$ cat config.mk
export PLATFORM = sky130hd
export DESIGN_NAME = mc_cpu_controller_v2
export DESIGN_NICKNAME = d
export VERILOG_FILES = /design/src/rtl/mc_cpu_controller_v2.sv
export SDC_FILE = /design/constraint.sdc
export NUM_CORES = 1
export LEC_CHECK = 0
export ABC_AREA = 1
export CAP_MARGIN = 20
export CORE_AREA = 3 3 40 42
export DETAILED_ROUTE_END_ITERATION = 10
export DIE_AREA = 0 0 43 45
export DONT_BUFFER_PORTS = 1
export GPL_TIMING_DRIVEN = 0
export PLACE_DENSITY_LB_ADDON = 0.1
export SKIP_CTS_REPAIR_TIMING = 1
export SYNTH_ARGS = -nofsm -noshare
export SYNTH_HDL_FRONTEND = slang
export SYNTH_SLANG_ARGS = --single-unit
$ cat constraint.sdc
create_clock -name clk -period 1.29 [get_ports clk]
set_input_delay 0.258 -clock clk [delete_from_list [all_inputs] [get_ports clk]]
set_output_delay 0.258 -clock clk [all_outputs]
set_load 0.05 [all_outputs]
$ cat src/rtl/mc_cpu_controller_v2.sv
// Multi-cycle control FSM for the accumulator CPU.
// Decodes IR/TR instruction words and drives the datapath strobes.
// Memory accesses can stall on mem_ready. A bounded stall aborts to HALT with a sticky error.
module mc_cpu_controller_v2 #(
    parameter int IR_W         = 8,
    parameter int MEM_WAIT_EN  = 1,
    parameter int WAIT_TIMEOUT = 0
) (
    input  logic            clk,
    input  logic            rst,
    input  logic            start,
    input  logic            mem_ready,
    input  logic [IR_W-1:0] ir,
    input  logic [2:0]      flags,
    output logic            done,
    output logic            err,
    output logic            pc_inc,
    output logic            pc_load,
    output logic            ir_we,
    output logic            tr_we,
    output logic            a_we,
    output logic            b_we,
    output logic            alu_res_we,
    output logic            acc_we,
    output logic            mem_re,
    output logic            mem_we,
    output logic            ld_flags,
    output logic            addr_sel,
    output logic            reg_or_mem,
    output logic            reg_sel,
    output logic            a_zero,
    output logic            b_zero,
    output logic [1:0]      alu_op,
    output logic [3:0]      state
);

    typedef enum logic [3:0] {
        S_IDLE   = 4'd0,
        S_ARM    = 4'd1,
        S_FETCH  = 4'd2,
        S_DECODE = 4'd3,
        S_FETCH2 = 4'd4,
        S_RDOPER = 4'd5,
        S_EXEC16 = 4'd6,
        S_WB16   = 4'd7,
        S_LDREG  = 4'd8,
        S_EXEC   = 4'd9,
        S_WBREG  = 4'd10,
        S_JUMP   = 4'd11,
        S_HALT   = 4'd12
    } state_t;

    localparam logic [31:0] TIMEOUT_LIM = 32'(WAIT_TIMEOUT);

    state_t      cur;
    logic [31:0] wait_cnt;
    logic [2:0]  op3;
    logic [1:0]  sub;
    logic [1:0]  cond;
    logic        ready;
    logic        mem_state;
    logic        stall;
    logic        timeout;
    logic        unused_ir;

    // sub overlaps the low bit of op3; cond overlaps the low bit of sub
    assign op3  = ir[IR_W-1:IR_W-3];
    assign sub  = ir[IR_W-3:IR_W-4];
    assign cond = ir[IR_W-4:IR_W-5];

    // Operand bits below the opcode fields belong to the datapath, not the controller
    assign unused_ir = ^ir[IR_W-6:0];

    // With wait states disabled, every memory access completes in one cycle
    assign ready = (MEM_WAIT_EN != 0) ? mem_ready : 1'b1;

    // STA reads no operand in RDOPER; only STA touches memory in WB16
    assign mem_state = (cur == S_FETCH) || (cur == S_FETCH2) ||
                       ((cur == S_RDOPER) && (op3 != 3'b001)) ||
                       ((cur == S_WB16) && (op3 == 3'b001));
    assign stall     = mem_state && !ready;
    // Abort on the stalled cycle that makes the stall count reach the limit
    assign timeout   = stall && (WAIT_TIMEOUT != 0) && ((wait_cnt + 32'd1) >= TIMEOUT_LIM);

    assign state = cur;

    // State register, sticky error flag and per-access stall counter
    always_ff @(posedge clk or posedge rst) begin
        if (rst) begin
            cur      <= S_IDLE;
            err      <= 1'b0;
            wait_cnt <= 32'd0;
        end else begin
            wait_cnt <= (stall && !timeout) ? wait_cnt + 32'd1 : 32'd0;
            if (timeout) begin
                cur <= S_HALT;
                err <= 1'b1;
            end else begin
                case (cur)
                    S_IDLE, S_HALT: begin
                        if (start) begin
                            cur <= S_ARM;
                            err <= 1'b0;
                        end
                    end
                    S_ARM: begin
                        if (!start) cur <= S_FETCH;
                    end
                    S_FETCH: begin
                        if (ready) cur <= S_DECODE;
                    end
                    S_DECODE: begin
                        case (op3)
                            3'b111:         cur <= S_HALT;
                            3'b100, 3'b101: cur <= S_LDREG;
                            default:        cur <= S_FETCH2;
                        endcase
                    end
                    S_FETCH2: begin
                        if (ready) cur <= (op3 == 3'b110) ? S_JUMP : S_RDOPER;
                    end
                    S_RDOPER: begin
                        if ((op3 == 3'b001) || ready) cur <= S_EXEC16;
                    end
                    S_EXEC16: cur <= S_WB16;
                    S_WB16: begin
                        if ((op3 != 3'b001) || ready) cur <= S_FETCH;
                    end
                    S_LDREG: cur <= S_EXEC;
                    S_EXEC:  cur <= S_WBREG;
                    S_WBREG: cur <= S_FETCH;
                    S_JUMP:  cur <= S_FETCH;
                    default: cur <= S_IDLE;
                endcase
            end
        end
    end

    // Datapath strobes decoded from the present state, opcode fields, flags and mem_ready
    always_comb begin
        done       = 1'b0;
        pc_inc     = 1'b0;
        pc_load    = 1'b0;
        ir_we      = 1'b0;
        tr_we      = 1'b0;
        a_we       = 1'b0;
        b_we       = 1'b0;
        alu_res_we = 1'b0;
        acc_we     = 1'b0;
        mem_re     = 1'b0;
        mem_we     = 1'b0;
        ld_flags   = 1'b0;
        addr_sel   = 1'b0;
        reg_or_mem = 1'b0;
        reg_sel    = 1'b0;
        a_zero     = 1'b0;
        b_zero     = 1'b0;
        alu_op     = 2'b00;
        case (cur)
            S_IDLE, S_HALT: done = 1'b1;
            S_FETCH: begin
                mem_re = 1'b1;
                ir_we  = ready;
                pc_inc = ready;
            end
            S_FETCH2: begin
                mem_re = 1'b1;
                tr_we  = ready;
                pc_inc = ready;
            end
            S_RDOPER: begin
                a_we = 1'b1;
                if (op3 != 3'b001) begin
                    addr_sel   = 1'b1;
                    mem_re     = 1'b1;
                    reg_or_mem = 1'b1;
                    b_we       = ready;
                end
            end
            S_EXEC16: begin
                alu_res_we = 1'b1;
                case (op3[1:0])
                    2'b00: begin
                        a_zero   = 1'b1;
                        ld_flags = 1'b1;
                    end
                    2'b01: b_zero = 1'b1;
                    2'b10: ld_flags = 1'b1;
                    default: begin
                        alu_op   = 2'b01;
                        ld_flags = 1'b1;
                    end
                endcase
            end
            S_WB16: begin
                if (op3 == 3'b001) begin
                    addr_sel = 1'b1;
                    mem_we   = 1'b1;
                end else begin
                    acc_we = 1'b1;
                end
            end
            S_LDREG: begin
                a_we    = 1'b1;
                b_we    = 1'b1;
                reg_sel = 1'b1;
            end
            S_EXEC: begin
                alu_res_we = 1'b1;
                case (sub)
                    2'b00: a_zero = 1'b1;
                    2'b01: ld_flags = 1'b1;
                    2'b10: begin
                        alu_op   = 2'b10;
                        ld_flags = 1'b1;
                    end
                    default: begin
                        alu_op   = 2'b11;
                        ld_flags = 1'b1;
                    end
                endcase
            end
            S_WBREG: acc_we = 1'b1;
            S_JUMP: begin
                case (cond)
                    2'b00:   pc_load = 1'b1;
                    2'b01:   pc_load = flags[2];
                    2'b10:   pc_load = flags[1];
                    default: pc_load = flags[0];
                endcase
            end
            default: ;
        endcase
    end

endmodule

==> results.ini <==
[synth]
syn_inst = 121
synth_top_family_by_area = simple AND/OR/NAND/NOR gates
synth.avg_cell_area_um2 = 5.50
synth_simple_gate_area_share_pct = 59.0
synth.mux.area_fraction_pct = 0
ys_ff_latch = 4
syn-num-nets = 136
synthAdderAreaFrac_pct = 0
synth_area_um2 = 666
yosysSeqAreaShare_pct = 15.0
synthXorXnorAreaFrac_pct = 0
netlist-cell-type-count = 24
yosysWarnings = 0
synth_compound_area_share_pct = 11.3

[setup_path]
criticalPathCategory = reg2out
required_ns = 1.03
critPathMaxStageDelay_ns = 0.51
start_kind = flip-flop
r2r_cells = 10
r2r-end = state[3]
regToRegStartpoint = state[1]
cp_slowest_cell = dfrtp_2
cp_max_fo = 8
endpoint = b_we
critPathArrivalTime_ns = 1.93
cp_common_cell = nor2_4
crit_path_end_kind = output port
crit_chain = buf_6 -> nor2_4 -> nand2_4 -> nor2_4 -> inv_4 -> o21ai_4
critPathLaunch = state[1]
r2r_slack_ns = -0.36

[cts]
cts.clk_slew.worst_paths_ns = 0.04
clock-sinks = 4
cts_tree = yes
clkLatencyLatePin_ns = 0.23
numCtsBuffers = 3
cts_buffer_depth = 2
htree_levels = 1
cts_root_buf = clkbuf_4

[die]
initial_utilization_pct = 51.8
std_cell_rows = 13
core-area_um2 = 1280
die-width_um = 43
design.die.area_um2 = 1940
io_pins = 39
die_height_um = 45

[outcome]
status = finished with violations
violations = setup timing

[pwr]
power_density_nw_per_um2 = 2620
leakagePower_nw = 0.483
finalPower_mw = 2.83
irDropWorstVdd_mv = 1.60

[timing]
finalHoldViolCount = 0
setup_ws_ns = -0.900
finalSetupViolations = 23
skew_ns = 0.00451
grt_setup_unrepaired = yes
setup_tns_ns = -14.17
finalMaxSlewViolations = 0
slew-limit-headroom_pct = 51.2
tightestPinTransition_ns = 0.727
fin_crit_ns = 2.19
finalCritPeriodShare_pct = 170
fmax_mhz = 457

[detailed_routing]
ant_nets = 0
dr.pass1.iters = 4
drt-total-wl_mm = 2.33
drc = 0
wl_per_cell_um = 15.2
drt_iter0_markers = 24
vias = 892
viasPerCell = 5.83

[global_route]
grt_pass1_wl_mm = 3.09
grt_pass1_vias = 764
antenna_found_initial = 0
grt_max_degree = 11
grt_usage_pct = 20.7
grt_overflow = 0

[placement]
port_buffers = 0
routabilityCongestion = 0.915
dp_hpwl_mm = 1.59

[finish]
fin_nets = 155
fill_cells = 79
largest_reg_flops = 4
area_growth_syn_to_layout_pct = 62.4
drive_gt1_share_pct = 54.3
diodes = 0

[worst_hold_path]
hold_path_class = in2async

[flow_run]
cap_violations = 0

-- logic make-up after synthesis --
logic type | after synthesis
flops | 4
other cells | 1
simple gates | 81
compound gates | 13
buf+inv | 22
-- where the power goes --
group	internal, mW	total, mW	leakage (nW)	switching (mW)
Clock	0.103	0.146	0.0138	0.0429
Combinational	0.639	2.14	0.424	1.50
Sequential	0.215	0.542	0.0455	0.327
-- routing by layer --
metal / track usage (%) / wire length [um] / vias up
met1: 23.9 / 873 / 423
li1: - / - / 421
met2: 36.8 / 1270 / 44
met5: 0 / 0 / -
met3: 3.59 / 137 / 4
met4: 10.2 / 44 / 0
-- layout make-up --
cell class / count / area [um2] / share of cell area (%)
Multi-Input combinational cell: 95 / 693 / 64.1
Timing Repair Buffer: 14 / 119 / 11.0
Sequential cell: 4 / 113 / 10.4
Inverter: 20 / 96.3 / 8.91
Clock buffer: 3 / 22.5 / 2.08
Buffer: 2 / 18.8 / 1.74
Tap cell: 15 / 18.8 / 1.74
-- layout by cell type (no fill, tap or decap), types with 2 or more instances in the layout --
cell / synthesis / layout
dfrtp_4: 0 / 3
a21oi_1: 2 / 2
nand3_2: 1 / 2
nor2_1: 20 / 11
inv_4: 0 / 5
o21ai_0: 5 / 5
inv_1: 10 / 7
nand2_1: 27 / 23
inv_2: 10 / 6
nand2_2: 7 / 6
o21ai_4: 0 / 2
nand3_1: 12 / 11
o22ai_4: 0 / 2
clkbuf_4: 0 / 3
nor2_2: 7 / 6
buf_6: 1 / 4
buf_4: 1 / 11
nor2_4: 2 / 12
nand2_8: 0 / 2
nand2_4: 1 / 4
-- per-stage QoR --
step | hold slack (ns) | util [%] | worst slack, ns | instance area [um2] | std cells
finish | 0.363 | 84.1 | -0.900 | 1080 | 153
global route | 0.381 | 84.1 | -0.949 | 1080 | 153
detailed placement | 0.0397 | 65.3 | -0.703 | 840 | 136
CTS | -0.208 | 67.1 | -0.952 | 862 | 139
floorplan | 0.0241 | - | -0.615 | 821 | 121
global placement | 0.0342 | 65.3 | -0.697 | 840 | 136
-- Yosys cell counts --
master   instances  area share (%)
nor2_2           7             6.6
o21ai_1          2             1.5
nand3_1         12             9.0
nor4_1           1            0.94
nor2_4           2             3.4
nand3_2          1             1.5
conb_1           1            0.56
o22ai_1          2             1.9
dfrtp_1          4              15
buf_6            1             1.7
nand2_4          1             1.7
nand2_2          7             6.6
a21oi_1          2             1.5
o21ai_0          5             3.8
nor3b_1          1             1.1
a32o_1           1             1.5
o31ai_1          1             1.1
inv_2           10             5.6
nor2_1          20              11
nand4_1          1            0.94
inv_1           10             5.6
nor3_1           1            0.75
buf_4            1             1.1
nand2_1         27              15
-- critical path: cells and delay by family (launching register included) --
| kind | cells | cell delay, ns |
|---|---|---|
| DFF | 1 | 0.51 |
| buffers and inverters | 2 | 0.28 |
| and+or+nand+nor | 3 | 0.56 |
| AOI/OAI and AO/OA | 1 | 0.36 |
-- how the worst min path moves through the flow --
stage | cells after the start | slack, ns | to
finish | 2 | 0.36 | state[2]
global route | 2 | 0.38 | state[2]
CTS | 1 | -0.21 | state[1]
detailed placement | 1 | 0.04 | state[3]
global placement | 1 | 0.03 | state[0]
floorplan | 1 | 0.02 | state[0]
No activity file was read; power rests on OpenSTA's default activity.
